===== src/rtl/intc_priority.sv =====
// Fixed-priority interrupt controller with INTMASK/INTPEND/INTIV MMRs and CPU handshake FSM.
// Latency: request to INTREQ one MCLK; INTACK to CLR pulse one MCLK, back in IDLE two MCLKs later.
// No backpressure: requests are level-held by sources; INTACK is honoured only while INTREQ is high.
module intc_priority #(
  parameter logic [15:0] START     = 16'h0140,
  parameter int          SRC_COUNT = 8,
  parameter logic [15:0] VEC_BASE  = 16'hFFE0
) (
  input  logic                 MCLK,
  input  logic                 reset,
  input  logic [15:0]          MAB,
  input  logic [15:0]          MDBwrite,
  input  logic                 MW,
  input  logic                 BW,
  output logic [15:0]          MDBread,
  input  logic [SRC_COUNT-1:0] IRQ,
  input  logic                 GIE,
  input  logic                 INTACK,
  output logic                 INTREQ,
  output logic [15:0]          INTVEC,
  output logic [SRC_COUNT-1:0] CLR
);

  localparam logic [15:0] A_MASK = START;
  localparam logic [15:0] A_PEND = START + 16'd2;
  localparam logic [15:0] A_IV   = START + 16'd4;

  typedef enum logic [1:0] {IDLE, PEND, ACK, GUARD} state_t;

  state_t                 r_state;
  state_t                 w_state_next;
  logic [3:0]             r_idx;
  logic [3:0]             w_idx_next;
  logic [SRC_COUNT-1:0]   r_mask;

  logic [SRC_COUNT-1:0]   w_pend;
  logic                   w_any;
  logic [3:0]             w_win;
  logic [4:0]             w_win_p1;
  logic [15:0]            w_iv;
  logic [15:0]            w_mask16;
  logic [15:0]            w_mask_wr16;
  logic                   w_sel_mask;
  logic                   w_sel_pend;
  logic                   w_sel_iv;
  logic [15:0]            w_pend16;

  assign w_pend     = IRQ & r_mask;
  assign w_any      = |w_pend;
  assign w_sel_mask = (MAB[15:1] == A_MASK[15:1]);
  assign w_sel_pend = (MAB[15:1] == A_PEND[15:1]);
  assign w_sel_iv   = (MAB[15:1] == A_IV[15:1]);

  // Highest set index of the masked requests wins; later iterations override earlier ones.
  always_comb begin
    w_win = 4'd0;
    for (int i = 0; i < SRC_COUNT; i++) begin
      if (w_pend[i]) w_win = 4'(i);
    end
  end

  assign w_win_p1 = {1'b0, w_win} + 5'd1;
  assign w_iv     = w_any ? {10'd0, w_win_p1, 1'b0} : 16'h0000;

  // Zero-extend mask and pending vectors to the 16-bit data bus.
  always_comb begin
    w_mask16                  = 16'h0000;
    w_mask16[SRC_COUNT-1:0]   = r_mask;
    w_pend16                  = 16'h0000;
    w_pend16[SRC_COUNT-1:0]   = w_pend;
  end

  // Merge write data with the current mask; byte writes take their data from the low lane.
  always_comb begin
    w_mask_wr16 = MDBwrite;
    if (BW) begin
      if (MAB[0]) w_mask_wr16 = {MDBwrite[7:0], w_mask16[7:0]};
      else        w_mask_wr16 = {w_mask16[15:8], MDBwrite[7:0]};
    end
  end

  // INTMASK register; unimplemented upper bits are simply never stored.
  always_ff @(posedge MCLK or negedge reset) begin
    if (!reset) begin
      r_mask <= '0;
    end else if (MW && w_sel_mask) begin
      r_mask <= w_mask_wr16[SRC_COUNT-1:0];
    end
  end

  // Combinational read mux; unmapped addresses read zero.
  always_comb begin
    MDBread = 16'h0000;
    if (w_sel_mask)      MDBread = w_mask16;
    else if (w_sel_pend) MDBread = w_pend16;
    else if (w_sel_iv)   MDBread = w_iv;
  end

  // Handshake state and latched winning index.
  always_ff @(posedge MCLK or negedge reset) begin
    if (!reset) begin
      r_state <= IDLE;
      r_idx   <= 4'd0;
    end else begin
      r_state <= w_state_next;
      r_idx   <= w_idx_next;
    end
  end

  // Next-state logic: acknowledge beats withdrawal; while pending, track the current winner.
  always_comb begin
    w_state_next = r_state;
    w_idx_next   = r_idx;
    case (r_state)
      IDLE: begin
        if (GIE && w_any) begin
          w_state_next = PEND;
          w_idx_next   = w_win;
        end
      end
      PEND: begin
        if (INTACK) begin
          w_state_next = ACK;
        end else if (!GIE || !w_any) begin
          w_state_next = IDLE;
        end else begin
          w_idx_next = w_win;
        end
      end
      ACK:     w_state_next = GUARD;
      GUARD:   w_state_next = IDLE;
      default: w_state_next = IDLE;
    endcase
  end

  assign INTREQ = (r_state == PEND);
  assign INTVEC = (r_state == PEND) ? (VEC_BASE + {11'd0, r_idx, 1'b0}) : 16'h0000;

  // One-hot clear pulse for the acknowledged source while in ACK.
  always_comb begin
    CLR = '0;
    for (int i = 0; i < SRC_COUNT; i++) begin
      CLR[i] = (r_state == ACK) && (r_idx == 4'(i));
    end
  end

endmodule


===== config.mk =====
export PLATFORM = sky130hd
export DESIGN_NAME = intc_priority
export DESIGN_NICKNAME = d
export VERILOG_FILES = /design/src/rtl/intc_priority.sv
export SDC_FILE = /design/constraint.sdc
export NUM_CORES = 1
export LEC_CHECK = 0
export CAP_MARGIN = 0
export CORE_MARGIN = 2
export CORE_UTILIZATION = 36
export DETAILED_ROUTE_END_ITERATION = 12
export GPL_ROUTABILITY_DRIVEN = 1
export HOLD_SLACK_MARGIN = 0.03
export PLACE_DENSITY = 0.84
export SLEW_MARGIN = 10
export SYNTH_ARGS = -nofsm -noshare
export SYNTH_HDL_FRONTEND = slang
export SYNTH_SLANG_ARGS = --single-unit

===== constraint.sdc =====
create_clock -name MCLK -period 4.5 [get_ports MCLK]
set_input_delay 0.45 -clock MCLK [delete_from_list [all_inputs] [get_ports MCLK]]
set_output_delay 0.45 -clock MCLK [all_outputs]
set_load 0.1 [all_outputs]

# Word level (Yosys, flattened, before mapping)
# Cells that the tools add are included.
# op_classes
addsub,2
n_eq_ne,18
muxes,22
bitwise,1
reduce_logical,20
# ops
operator,n
15-bit by 8-bit equality test with 1-bit output (second input constant),3
8-bit two-way mux,4
4-bit two-way mux,7
4-bit by 3-bit equality test with 1-bit output (second input constant),4
16-bit two-way mux,1
6-bit two-way mux,2
1-bit logical AND,10
2-bit two-way mux,5
8-bit bitwise AND,1
4-bit by 2-bit equality test with 1-bit output (second input constant),2
2-bit inequality test (second input constant),4
2-bit case mux with 4 select lines,1
4-bit case mux with 2 select lines,1
8-bit OR reduction,1
6-bit by 6-bit adder with 7-bit output (first input constant),1
4-bit by 1-bit adder with 5-bit output (second input constant),1
2-bit equality test (second input constant),2
4-bit by 1-bit equality test with 1-bit output (second input constant),1
4-bit logical NOT,1
2-bit AND reduction,2
4-bit AND reduction,1
3-bit by 2-bit inequality test with 1-bit output (second input constant),1
2-bit by 1-bit equality test with 1-bit output (second input constant),1
1-bit logical NOT,2
4 further kinds,4
# word_totals
ff_bits,14
in_bits,46
output_inout_bits,41
elab_cells,66

# Longest topological paths before layout
# Gate-level depths: netlist (run 1).
# logic_depth
ltp_word,13
depth_mapped,7
depth_no_buf,7

# Worst setup path before layout (run 1)
# OpenSTA, ideal clock, no wires.
# synth_timing
kind,reg2out
startpoint,reg (tool-made name)
endpoint,out INTVEC[1]
arrival_ns,3.132
required_ns,4.050
setup_slack_ns,0.918
stages_incl_launch_ff,3
n_path_buf,0
cell_sequence,dfrtp_1 nor2b_1 and2_1
# synth_lines
item,line,rtl
to (decl),20,"output logic [15:0] INTVEC,"

==> impl_summary.md, run 1 <==
Setup path
The type of element launching the critical path is a flip-flop. Along the worst path, the maximum fanout reaches 16. The type of the setup path with the least slack is flip-flop to output port. At the worst endpoint, the required time is 4050 ps. STA classifies the critical path endpoint as an output port. The critical path goes through nor2b_1 > and2_1 > clkdlybuf4s50_1. The combined buffer and inverter count along the critical path is 1. The data arrival at the endpoint of the critical path is 2740 ps.

The worst-path cell with the longest stage delay is sky130_fd_sc_hd__clkdlybuf4s50_1. The largest stage delay on the critical path is 1130 ps. The cell family contributing the most delay on the critical path is buffers and inverters.

STA
The routed design could run at a clock period as short as 3190 ps. The final count of pins violating max slew is 0. Setup slack closes at 1310 ps. Measured against its own limit, the worst slew margin works out to 34.9%. The number of endpoints with negative hold slack in the final report is 0. Of the available clock period, the critical path in the final layout requires 71.0%.

Between clock sinks in the finished design, the worst skew comes to 7.15 ps. At the pin with the least slew margin, the transition time is 973 ps. Hold timing on the final database bottoms out at a slack of 534 ps. Based on the critical path, the design can be clocked at up to 313 MHz. Setup repair after global routing left no endpoint under its margin. The number of setup violations in the final report is 0. The setup TNS is 0 ps.

Placed design
The congestion estimate from routability-driven global placement came to 0.746. The post-DP HPWL is 2410 um. The total cell area at the placement stage is 1660 um^2. OpenSTA, run right after detailed placement, puts the worst setup slack at 1330 ps.

The number of input and output port buffers inserted is 68.

Detailed routing
The detailed router finished its first iteration with 50 violations. In the routed layout, each cell is associated on average with a via count of 4.96. The DRC violation count after routing is 0. Summed over all layers, the routed wires come to 2810 um. The count of TritonRoute iterations in the first routing pass is 5.

The average routed wire per standard cell is 12.9 um. The routed layout has 1077 vias. The residual antenna-violating net count after detailed routing is 0.

Min path
The path class of the tightest hold or removal check is input port to async pin.

Yosys
Summing the areas of all compound-gate instances in the mapped netlist gives 14.0% of the synthesized area. The area share of xor/xnor cells in the synthesized design is 0.798%. The number of enable-type register cells in the synthesized netlist is 0. Summing the areas of all fa, ha and maj instances in the mapped netlist gives 1.14% of the synthesized area.

The number of storage elements in the synthesis netlist is 13. For this run, the number of Yosys warnings is 0. After technology mapping, the gate count stands at 126.

Summing the sequential cell areas from Yosys gives 29.6% of the chip area. In the synthesized netlist, mux cells make up 11.3% of the area. The average instance in the mapped netlist occupies 8.71 um^2. After synthesis, the share of flip-flops with an asynchronous set or reset is 100%. The commonest register cell after synthesis is sky130_fd_sc_hd__dfrtp_1. After synthesis, the largest family of logic cells by area is simple AND/OR/NAND/NOR gates. The distinct cell type count of the synthesized netlist is 33. The synthesized-area fraction occupied by and/or/nand/nor cells is 25.1%. The synthesized netlist occupies a cell area of 1100 um^2.

Floorplan
The die outline width is 59.2 um. The die outline area is 3510 um^2. The initial standard-cell utilization of the core is 36.8%. 87 I/O pins were placed. The number of placement rows is 20. The floorplan step set the die height to 59.2 um.

The total area inside the core boundary comes to 2980 um^2.

Final layout
In the final design database the tool counted 232 nets. The layout filler cell count is 277. The library cells used most frequently in the layout, excluding fill and tap cells, are 61 x sky130_fd_sc_hd__clkdlybuf4s50_1, 15 x sky130_fd_sc_hd__nor2_1, 13 x sky130_fd_sc_hd__dfrtp_1.

Summing all non-filler instances in the final layout gives an area of 1680 um^2. The most common cell after layout, fill and taps aside is sky130_fd_sc_hd__clkdlybuf4s50_1. 0 antenna diodes ended up in the layout. The layout-stage area growth over the synthesis result is 53.5%. The fraction of the core area covered by cells at the end of the flow is 56.6%. Cells with a size suffix above 1 make up 15.2% of the layout.

CTS
The CTS tree is yes. The number of clock buffers inserted by TritonCTS is 3. After clock tree synthesis, the flow added hold-fix buffers numbering 0. The clock root buffer is sky130_fd_sc_hd__clkbuf_4. The insertion delay to the later sink of the worst-skew pair is 280 ps. The buffer depth of the longest clock path is 2. The CTS clock-pin slew for the worst setup and hold paths is 90 ps.

The TritonCTS sink count is 13. The number of gates resized after cts is 0. The H-tree depth is 1.

Once the clock tree was built, the setup fixing pass inserted 0 buffers.

Global routing
The number of antenna violations at the first check in global routing is 0. The first-pass GRT wire length is 4080 um. Entering global routing, the biggest net connects 17 pins. Summed over all layers, the global routing overflow is 0. The global routing usage summed across all routing layers is 15.2%.

The number of global-route vias before repair is 915.

Status
The flow ran to the end, and the final reports show no timing, DRC or antenna violations.

Pwr
For this design the static power due to leakage is 0.721 nW. The power density over the cells is 464 nW/um^2. The worst vdd rail ir drop is 0.000326 V.

Run
The number of violations of the max-capacitance limit is 0.
-- path summary, 6_finish.rpt --
kind                            from         to  slack [ps]  cells after the start
min                            reset  r_mask[6]         530                      1
max reg2reg                r_mask[7]   r_idx[2]        2840                      4
min in group MCLK          r_mask[0]  r_mask[0]         540                      1
min reg2reg                r_mask[0]  r_mask[0]         540                      1
max in group asynchronous      reset  r_mask[3]        3580                      1
max                        flip-flop  INTVEC[2]        1310                      3
-- synthesized netlist by cell type, types with 2 or more instances --
cell type	instances	area share, %
sky130_fd_sc_hd__a21oi_1	4	1.8
sky130_fd_sc_hd__a22oi_1	4	2.7
sky130_fd_sc_hd__a32oi_1	2	1.6
sky130_fd_sc_hd__and2_1	3	1.7
sky130_fd_sc_hd__buf_4	21	14
sky130_fd_sc_hd__dfrtp_1	13	30
sky130_fd_sc_hd__inv_1	4	1.4
sky130_fd_sc_hd__mux2_2	11	11
sky130_fd_sc_hd__nand2_1	12	4.1
sky130_fd_sc_hd__nand2b_1	4	2.3
sky130_fd_sc_hd__nand4_1	2	1.1
sky130_fd_sc_hd__nor2_1	15	5.1
sky130_fd_sc_hd__nor2b_1	2	1.1
sky130_fd_sc_hd__nor3_1	3	1.4
sky130_fd_sc_hd__o21ai_0	7	3.2
sky130_fd_sc_hd__o32a_2	2	2.1
-- sequential cells by signal (all words and copies together), names as in the netlist, named ones only --
register	count
r_mask	8
r_idx	3
r_state	1
-- worst reg2reg max path, delay by kind of cell, from the launching register on --
| kind | cells | cell delay (ps) |
|---|---|---|
| compound gates | 1 | 300 |
| mux | 1 | 350 |
| flops | 1 | 420 |
| simple gates | 2 | 490 |
-- per-stage QoR --
step	cells	power [mW]
5_1_grt	217	0.803
3_5_place_dp	213	0.713
6_report	217	0.782
2_1_floorplan	135	0.643
3_3_place_gp	213	0.708
4_1_cts	217	0.787
-- report_power, final --
group / internal [mW] / total (mW) / switching, mW / leakage [nW]
logic: 0.120 / 0.576 / 0.457 / 0.524
registers: 0.124 / 0.132 / 0.00748 / 0.180
clock network: 0.0330 / 0.0740 / 0.0410 / 0.0177
-- cells by family (layout without fill, tap and decap cells) --
logic type | Yosys count | count (layout)
compound gates | 23 | 23
xor+xnor | 1 | 1
fa+ha+maj | 1 | 1
buf+inv | 27 | 76
flops | 13 | 13
mux | 11 | 11
other cells | 1 | 10
simple gates | 49 | 49
-- layer usage --
| layer | global-route usage [%] | share of wire, % | vias to the layer above |
|---|---|---|---|
| met1 | 19.3 | 40 | 491 |
| met3 | 1.75 | 7.8 | 6 |
| met5 | 0 | 0 | - |
| met4 | 5.19 | 1.3 | 0 |
| li1 | - | - | 526 |
| met2 | 26.5 | 51 | 54 |
-- layout make-up --
cell class	count	area, um^2	area share (%)
tap	33	41.3	2.45
clock buffer	3	22.5	1.34
multi-input combinational	95	612	36.3
sequential	13	325	19.3
clock inverter	1	5.00	0.297
timing repair buffer	68	663	39.4
inverter	4	15.0	0.892
No activity file was read; power rests on OpenSTA's default activity.
==> run 2, diff against run 1 <==
--- a/config.mk
+++ b/config.mk
@@ -7,11 +7,11 @@
 export LEC_CHECK = 0
 export CAP_MARGIN = 0
 export CORE_MARGIN = 2
-export CORE_UTILIZATION = 36
+export CORE_UTILIZATION = 33
 export DETAILED_ROUTE_END_ITERATION = 12
 export GPL_ROUTABILITY_DRIVEN = 1
 export HOLD_SLACK_MARGIN = 0.03
-export PLACE_DENSITY = 0.84
+export PLACE_DENSITY = 0.77
 export SLEW_MARGIN = 10
 export SYNTH_ARGS = -nofsm -noshare
 export SYNTH_HDL_FRONTEND = slang
==> constraint.sdc (replaced) <==
create_clock -name MCLK -period 3 [get_ports MCLK]
set_input_delay 0.3 -clock MCLK [delete_from_list [all_inputs] [get_ports MCLK]]
set_output_delay 0.3 -clock MCLK [all_outputs]
set_load 0.1 [all_outputs]
==> run 2 against run 1 <==
Cell count up 5.1%. Via count down 0.84%. Count of clock-buffer cells in the layout up 1. Sequential power up 51%. Critical path type is now input port to output port. Register-to-register slack worse by 1500 ps.
==> impl_summary.md, run 2 (same netlist as run 1, synthesis figures left out) <==
Detailed routing
The routed via count is 1068 (-0.84%). The DRC violation count after routing was 0 (unchanged). The residual antenna-violating net count after detailed routing is 0 (unchanged). The ratio of routed vias to standard cells is 4.68 (-5.6%). The wire length reported by the detailed router was 2950 um (+4.8%).

The average routed wire per standard cell came to 12.9 um (-0.22%). The violation count after the first detailed-routing iteration was 25 (-50%). The count of TritonRoute iterations in the first routing pass was 4 (-1).

Final layout
The layout filler cell count is 296 (+6.9%). The antenna diode instance count is 0 (unchanged). The most common cell after layout, fill and taps aside is sky130_fd_sc_hd__clkdlybuf4s50_1.

The largest registers in the layout are r_mask (8), r_idx (3), r_state (1). The final standard cell count with taps included and fillers excluded came to 228 (+5.1%). The ratio of cells with drive above 1 in the final layout is 29.3% (+14 points). The largest register by flop count is r_mask. The layout net count was 232 (unchanged). The top cell types in the final layout, fill and taps aside, are 37 x sky130_fd_sc_hd__clkdlybuf4s50_1, 24 x sky130_fd_sc_hd__buf_4, 15 x sky130_fd_sc_hd__nor2_1. The area growth from synthesis to layout is 58.3%. The number of flip-flops under the largest register name is 8 (unchanged).

Floorplan
The core box area is 3100 um^2 (+4.2%). The die outline width came to 61.7 um (+4.1%). The initial standard-cell utilization of the core is 35.4% (-1.5 points).

The number of placement rows was 20 (unchanged). The die outline area is 3800 um^2 (+8.5%). The die span in y is 61.7 um (+4.1%). The number of ports placed on the die boundary came to 87 (unchanged).

Setup path
The cell family contributing the most delay on the critical path is simple AND/OR/NAND/NOR gates. STA classifies the critical path startpoint as an input port. The kind of end point of the critical path is an output port. The signal on the critical path passes through clkdlybuf4s50_1 > nor4_4 > nand4_2 > nand2b_1 > o32a_2 > buf_12. For this design, the slowest cell found on the critical path is sky130_fd_sc_hd__clkdlybuf4s50_1. The largest fanout on the critical path is 10 (-6).

The required time at the worst-slack endpoint is 2700 ps (-1350 ps). The largest stage delay on the critical path is 460 ps (-670 ps). The critical path is of the input port to output port type. The data arrival at the endpoint of the critical path is 2250 ps (-490 ps). The combined buffer and inverter count along the critical path is 2 (+1).

STA
The number of setup violations in the final report came to 0 (unchanged). The final count of pins violating max slew is 0 (unchanged). Setup repair after global routing left no endpoint under its margin. The number of endpoints with negative hold slack in the final report came to 0 (unchanged). The worst-case hold slack came to 402 ps (-132 ps). The worst relative slew slack was 60.7% (+26 points). The part of the cycle the worst path needs is 85.1%. The setup TNS was 0 ps (unchanged). The final worst clock skew came to 3.74 ps (-3.42 ps). The transition time at the pin with the least slew margin is 588 ps (-385 ps). After layout, the minimum clock period comes to 2550 ps. Based on the critical path, the design can be clocked at up to 392 MHz.

Status
The flow ran to the end, and the final reports show no timing, DRC or antenna violations.

Placed design
The routability congestion estimate is 0.870 (+17%). The number of input and output port buffers inserted came to 68 (unchanged). The post-DP HPWL is 2460 um (+1.7%). The count of placed standard cells including taps is 224 (+5.2%).

Global routing
The largest net degree at the start of global routing came to 17 (unchanged). The number of antenna violations at the first check in global routing was 0 (unchanged). The sum of overflow across all layers after global routing is 0 (unchanged). The global routing usage summed across all routing layers is 15.5% (+0.25 points). The first-pass GRT wire length is 4410 um (+8.0%). The number of global-route vias before repair is 1016 (+11%).

CTS
The number of buffers inserted for hold repair after clock tree synthesis is 0 (unchanged). The CTS clock-pin slew for the worst setup and hold paths is 80 ps (about the same). The number of setup buffers added after CTS was 0 (unchanged). The number of clock buffers inserted by TritonCTS is 3 (unchanged). The insertion delay to the later sink of the worst-skew pair is 270 ps (about the same). TritonCTS built the clock tree.

The buffer depth of the longest clock path came to 2 (unchanged). The H-tree depth is 1 (unchanged). The number of gates resized after cts is 0 (unchanged).

The TritonCTS sink count is 13 (unchanged). The clock root buffer is sky130_fd_sc_hd__clkbuf_4.

Run
The number of violations of the max-capacitance limit is 0 (unchanged).

Min path
The worst hold path belongs to the class input port to async pin.

Pwr
The leakage power summed over all cells came to 0.791 nW (+9.7%). The power density over the cells is 662 nW/um^2 (+43%). The worst vdd rail ir drop is 0.000658 V (+100%).
==> run 2: per-stage QoR <==
| step | instance area, um^2 | worst slack (ps) | util [%] | power, mW |
|---|---|---|---|---|
| after floorplan | 1140 | 168 | - | 0.965 |
| after global placement | 1710 | 472 | 55.1 | 1.04 |
| after detailed placement | 1710 | 397 | 55.1 | 1.05 |
| after CTS | 1740 | 446 | 56.0 | 1.15 |
| after global routing | 1740 | 352 | 56.0 | 1.19 |
| final | 1740 | 448 | 56.0 | 1.15 |
==> run 2: layout make-up <==
cell class | count | area [um^2] | area share, %
well taps | 44 | 55.1 | 3.17
multi-input cells | 95 | 624 | 36.0
inverters | 4 | 15.0 | 0.865
repair buffers | 68 | 691 | 39.8
flip-flops and latches | 13 | 325 | 18.7
clock buffers | 4 | 26.3 | 1.51
==> run 2: path summary, 6_finish.rpt <==
check,start,endpoint,slack (ps),cells past startpoint
max in group asynchronous,reset,r_mask[4],2220,1
min in group MCLK,r_mask[0],r_mask[0],530,1
worst max register to register,r_mask[7],r_idx[0],1320,4
worst min-delay path,reset,r_mask[0],400,1
worst max-delay path,MAB[11],MDBread[3],450,6
worst min register to register,r_mask[0],r_mask[0],530,1
==> run 2: metal layers <==
layer / GRT usage (%) / vias up / part of all wire (%)
met3: 2.73 / 0 / 7.2
met5: 0 / - / 0
li1: - / 526 / -
met2: 27.7 / 44 / 51
met4: 4.26 / 0 / 0
met1: 19.0 / 498 / 42
==> run 2: report_power, final <==
group	internal [mW]	total (mW)	leakage, nW	switching (mW)
Sequential	0.187	0.199	0.180	0.0121
Combinational	0.156	0.846	0.597	0.690
Clock	0.0514	0.105	0.0150	0.0533
Total	0.394	1.15	0.791	0.756
==> run 2: worst register-to-register path, delay by kind of cell (launching register included) <==
family,cells,cell delay [ps]
flops,1,430
compound gates,1,290
simple gates,2,480
mux,1,360
==> run 3, diff against run 2 <==
==> constraint.sdc (replaced) <==
create_clock -name MCLK -period 2.5 [get_ports MCLK]
set_input_delay 0.25 -clock MCLK [delete_from_list [all_inputs] [get_ports MCLK]]
set_output_delay 0.25 -clock MCLK [all_outputs]
set_load 0.1 [all_outputs]
==> run 3 against run 2 <==
Cell count rose by 0.44%. Global-route usage decreased by 0.27 points. Combinational power rose by 19%. Non-clock buffer count up 1. Clock power increased by 25%. Register-to-register slack got worse by 540 ps. First-iteration DRC count stayed put. Critical path depth up 1. Setup slack lost 330 ps. Highest routed layer is now met4. Power rose by 20%. Core utilization rose by 1.0 points. Clock skew grew 0.96 ps.
==> impl_summary.md, run 3 (same netlist as run 1, synthesis figures left out) <==
Final layout
The layout net count is 233 (+0.43%). In the final layout, the registers with the most flip-flops are r_mask (8), r_idx (3), r_state (1). The number of flip-flops under the largest register name is 8 (unchanged). The most common cell after layout, fill and taps aside is sky130_fd_sc_hd__clkdlybuf4s50_1. The multi-input gate area in the final layout is 634 um^2 (+1.6%). The largest register by flop count is r_mask.

The layout filler cell count is 312 (+5.4%). The layout-stage area growth over the synthesis result is 61.1%. The antenna diode instance count is 0 (unchanged). Leaving out fill and tap cells, the most frequent cells in the layout are 37 x sky130_fd_sc_hd__clkdlybuf4s50_1, 24 x sky130_fd_sc_hd__buf_4, 15 x sky130_fd_sc_hd__nor2_1. The area taken by flip-flops and latches is 325 um^2 (unchanged).

The ratio of cells with drive above 1 in the final layout came to 31.4% (+2.0 points).

Setup path
The kind of end point of the critical path is an output port. The type of element launching the critical path is an input port. By startpoint and endpoint, the worst setup path is classified as input port to output port.

The data arrival at the endpoint of the critical path is 2130 ps (-120 ps). The largest fanout on the critical path came to 7 (-3). The required time at the worst-slack endpoint came to 2250 ps (-450 ps).

STA
The final count of pins violating max slew was 0 (unchanged). The transition time at the pin with the least slew margin is 600 ps (+11.8 ps). The slack of the critical path was 119 ps (-329 ps).

The setup TNS came to 0 ps (unchanged). The final worst clock skew came to 4.69 ps (+0.956 ps). The worst relative slew slack is 59.9% (-0.79 points). Derived from the worst setup path, the maximum achievable clock frequency is 420 MHz. After layout, the worst path uses 95.2% of the clock period. The time the worst path needs with I/O delays and setup is 2380 ps.

Setup repair after global routing left no endpoint under its margin. The number of setup violations in the final report is 0 (unchanged). The number of endpoints with negative hold slack in the final report is 0 (unchanged).

Detailed routing
The violation count after the first detailed-routing iteration is 25 (unchanged). The residual antenna-violating net count after detailed routing is 0 (unchanged). The wire length reported by the detailed router is 2830 um (-3.8%).

The ratio of routed vias to standard cells was 4.69 (+0.22%). The count of TritonRoute iterations in the first routing pass was 4 (unchanged). The routed via count is 1075 (+0.66%). The average routed wire per standard cell came to 12.4 um (-4.2%). The DRC violation count after routing came to 0 (unchanged).

CTS
The TritonCTS sink count is 13 (unchanged). The number of gates resized after cts came to 0 (unchanged). The H-tree depth is 1 (unchanged). The clock root buffer is sky130_fd_sc_hd__clkbuf_4. The buffer depth of the longest clock path is 2 (unchanged). The number of clock buffers inserted by TritonCTS is 3 (unchanged). The CTS tree is yes. The insertion delay to the later sink of the worst-skew pair is 280 ps (about the same). The number of buffers inserted for hold repair after clock tree synthesis is 0 (unchanged). The number of setup buffers added after CTS is 0 (unchanged).

The CTS clock-pin slew for the worst setup and hold paths is 80 ps (about the same).

Global routing
The global routing usage summed across all routing layers was 15.2% (-0.27 points). The met2 track utilization from global routing is 26.9% (-0.75 points). The number of antenna violations at the first check in global routing is 0 (unchanged). The sum of overflow across all layers after global routing was 0 (unchanged).

The largest net degree at the start of global routing was 17 (unchanged). The global-route track usage on met1 is 17.3% (-1.7 points). The number of global-route vias before repair is 1022 (+0.59%). In this run the most used layer during global routing was met2. The met3 usage in global routing came to 3.15% (+0.42 points). The first-pass GRT wire length came to 4240 um (-3.8%).

Floorplan
The core box area is 3100 um^2 (unchanged). The die span in y came to 61.7 um (unchanged). The initial standard-cell utilization of the core is 35.4% (unchanged). The number of ports placed on the die boundary is 87 (unchanged). The die outline width is 61.7 um (unchanged).

The number of placement rows is 20 (unchanged). The die outline area came to 3800 um^2 (unchanged).

Pwr
The worst vdd rail ir drop came to 0.000932 V (+42%). The power density over the cells came to 779 nW/um^2 (+18%). The leakage power summed over all cells came to 0.801 nW (+1.2%).

Run
The number of violations of the max-capacitance limit is 0 (unchanged).

Status
The run finished with clean final reports.

Placed design
The routability congestion estimate is 0.840 (-3.4%). The number of input and output port buffers inserted is 68 (unchanged). The post-DP HPWL came to 2430 um (-1.0%).

The pre-CTS setup slack is 36.5 ps (-361 ps).

Min path
The tightest min-delay check is of the input port to async pin type.
[run 3: path summary, 6_finish.rpt]
check	startpoint	end	slack (ps)	cells past startpoint
max in group asynchronous	reset	r_mask[2]	1770	1
hold / removal	reset	async pin	340	1
setup reg to reg	r_mask[7]	r_idx[0]	780	4
min in group MCLK	r_mask[0]	r_mask[0]	530	1
hold reg to reg	r_mask[0]	r_mask[0]	530	1
setup / recovery	MAB[11]	MDBread[5]	120	7
[run 3: layout make-up]
cell class | instances | share of cell area [%]
multi-input combinational | 95 | 35.9
clock buffer | 3 | 1.27
clock inverter | 1 | 0.283
inverter | 4 | 0.849
sequential | 13 | 18.4
timing repair buffer | 69 | 40.2
tap | 44 | 3.11
[run 3: layer usage]
metal / vias up / part of all wire [%]
li1: 528 / -
met4: 0 / 1.4
met3: 4 / 9.6
met2: 49 / 51
met5: - / 0
met1: 494 / 38
[run 3: critical path: stages]
cell	delay, ps
sky130_fd_sc_hd__clkdlybuf4s50_1	450
sky130_fd_sc_hd__nor4_4	310
sky130_fd_sc_hd__nand4_2	160
sky130_fd_sc_hd__nand2b_1	320
sky130_fd_sc_hd__buf_4	230
sky130_fd_sc_hd__nor2_1	200
sky130_fd_sc_hd__buf_12	210
[run 3: per-stage QoR]
step                      hold slack (ps)  cell area (um^2)  util (%)  power [mW]  cells
after floorplan                     -45.6              1150         -        1.16    135
after global placement                513              1740      56.1        1.25    225
after detailed placement              515              1740      56.1        1.25    225
after CTS                             351              1770      57.0        1.39    229
after global routing                  373              1770      57.0        1.42    229
final                                 340              1770      57.0        1.38    229
[run 3: report_power, final]
part,switching [mW],internal (mW)
Combinational,0.821,0.187
Sequential,0.0140,0.224
Clock,0.0719,0.0594
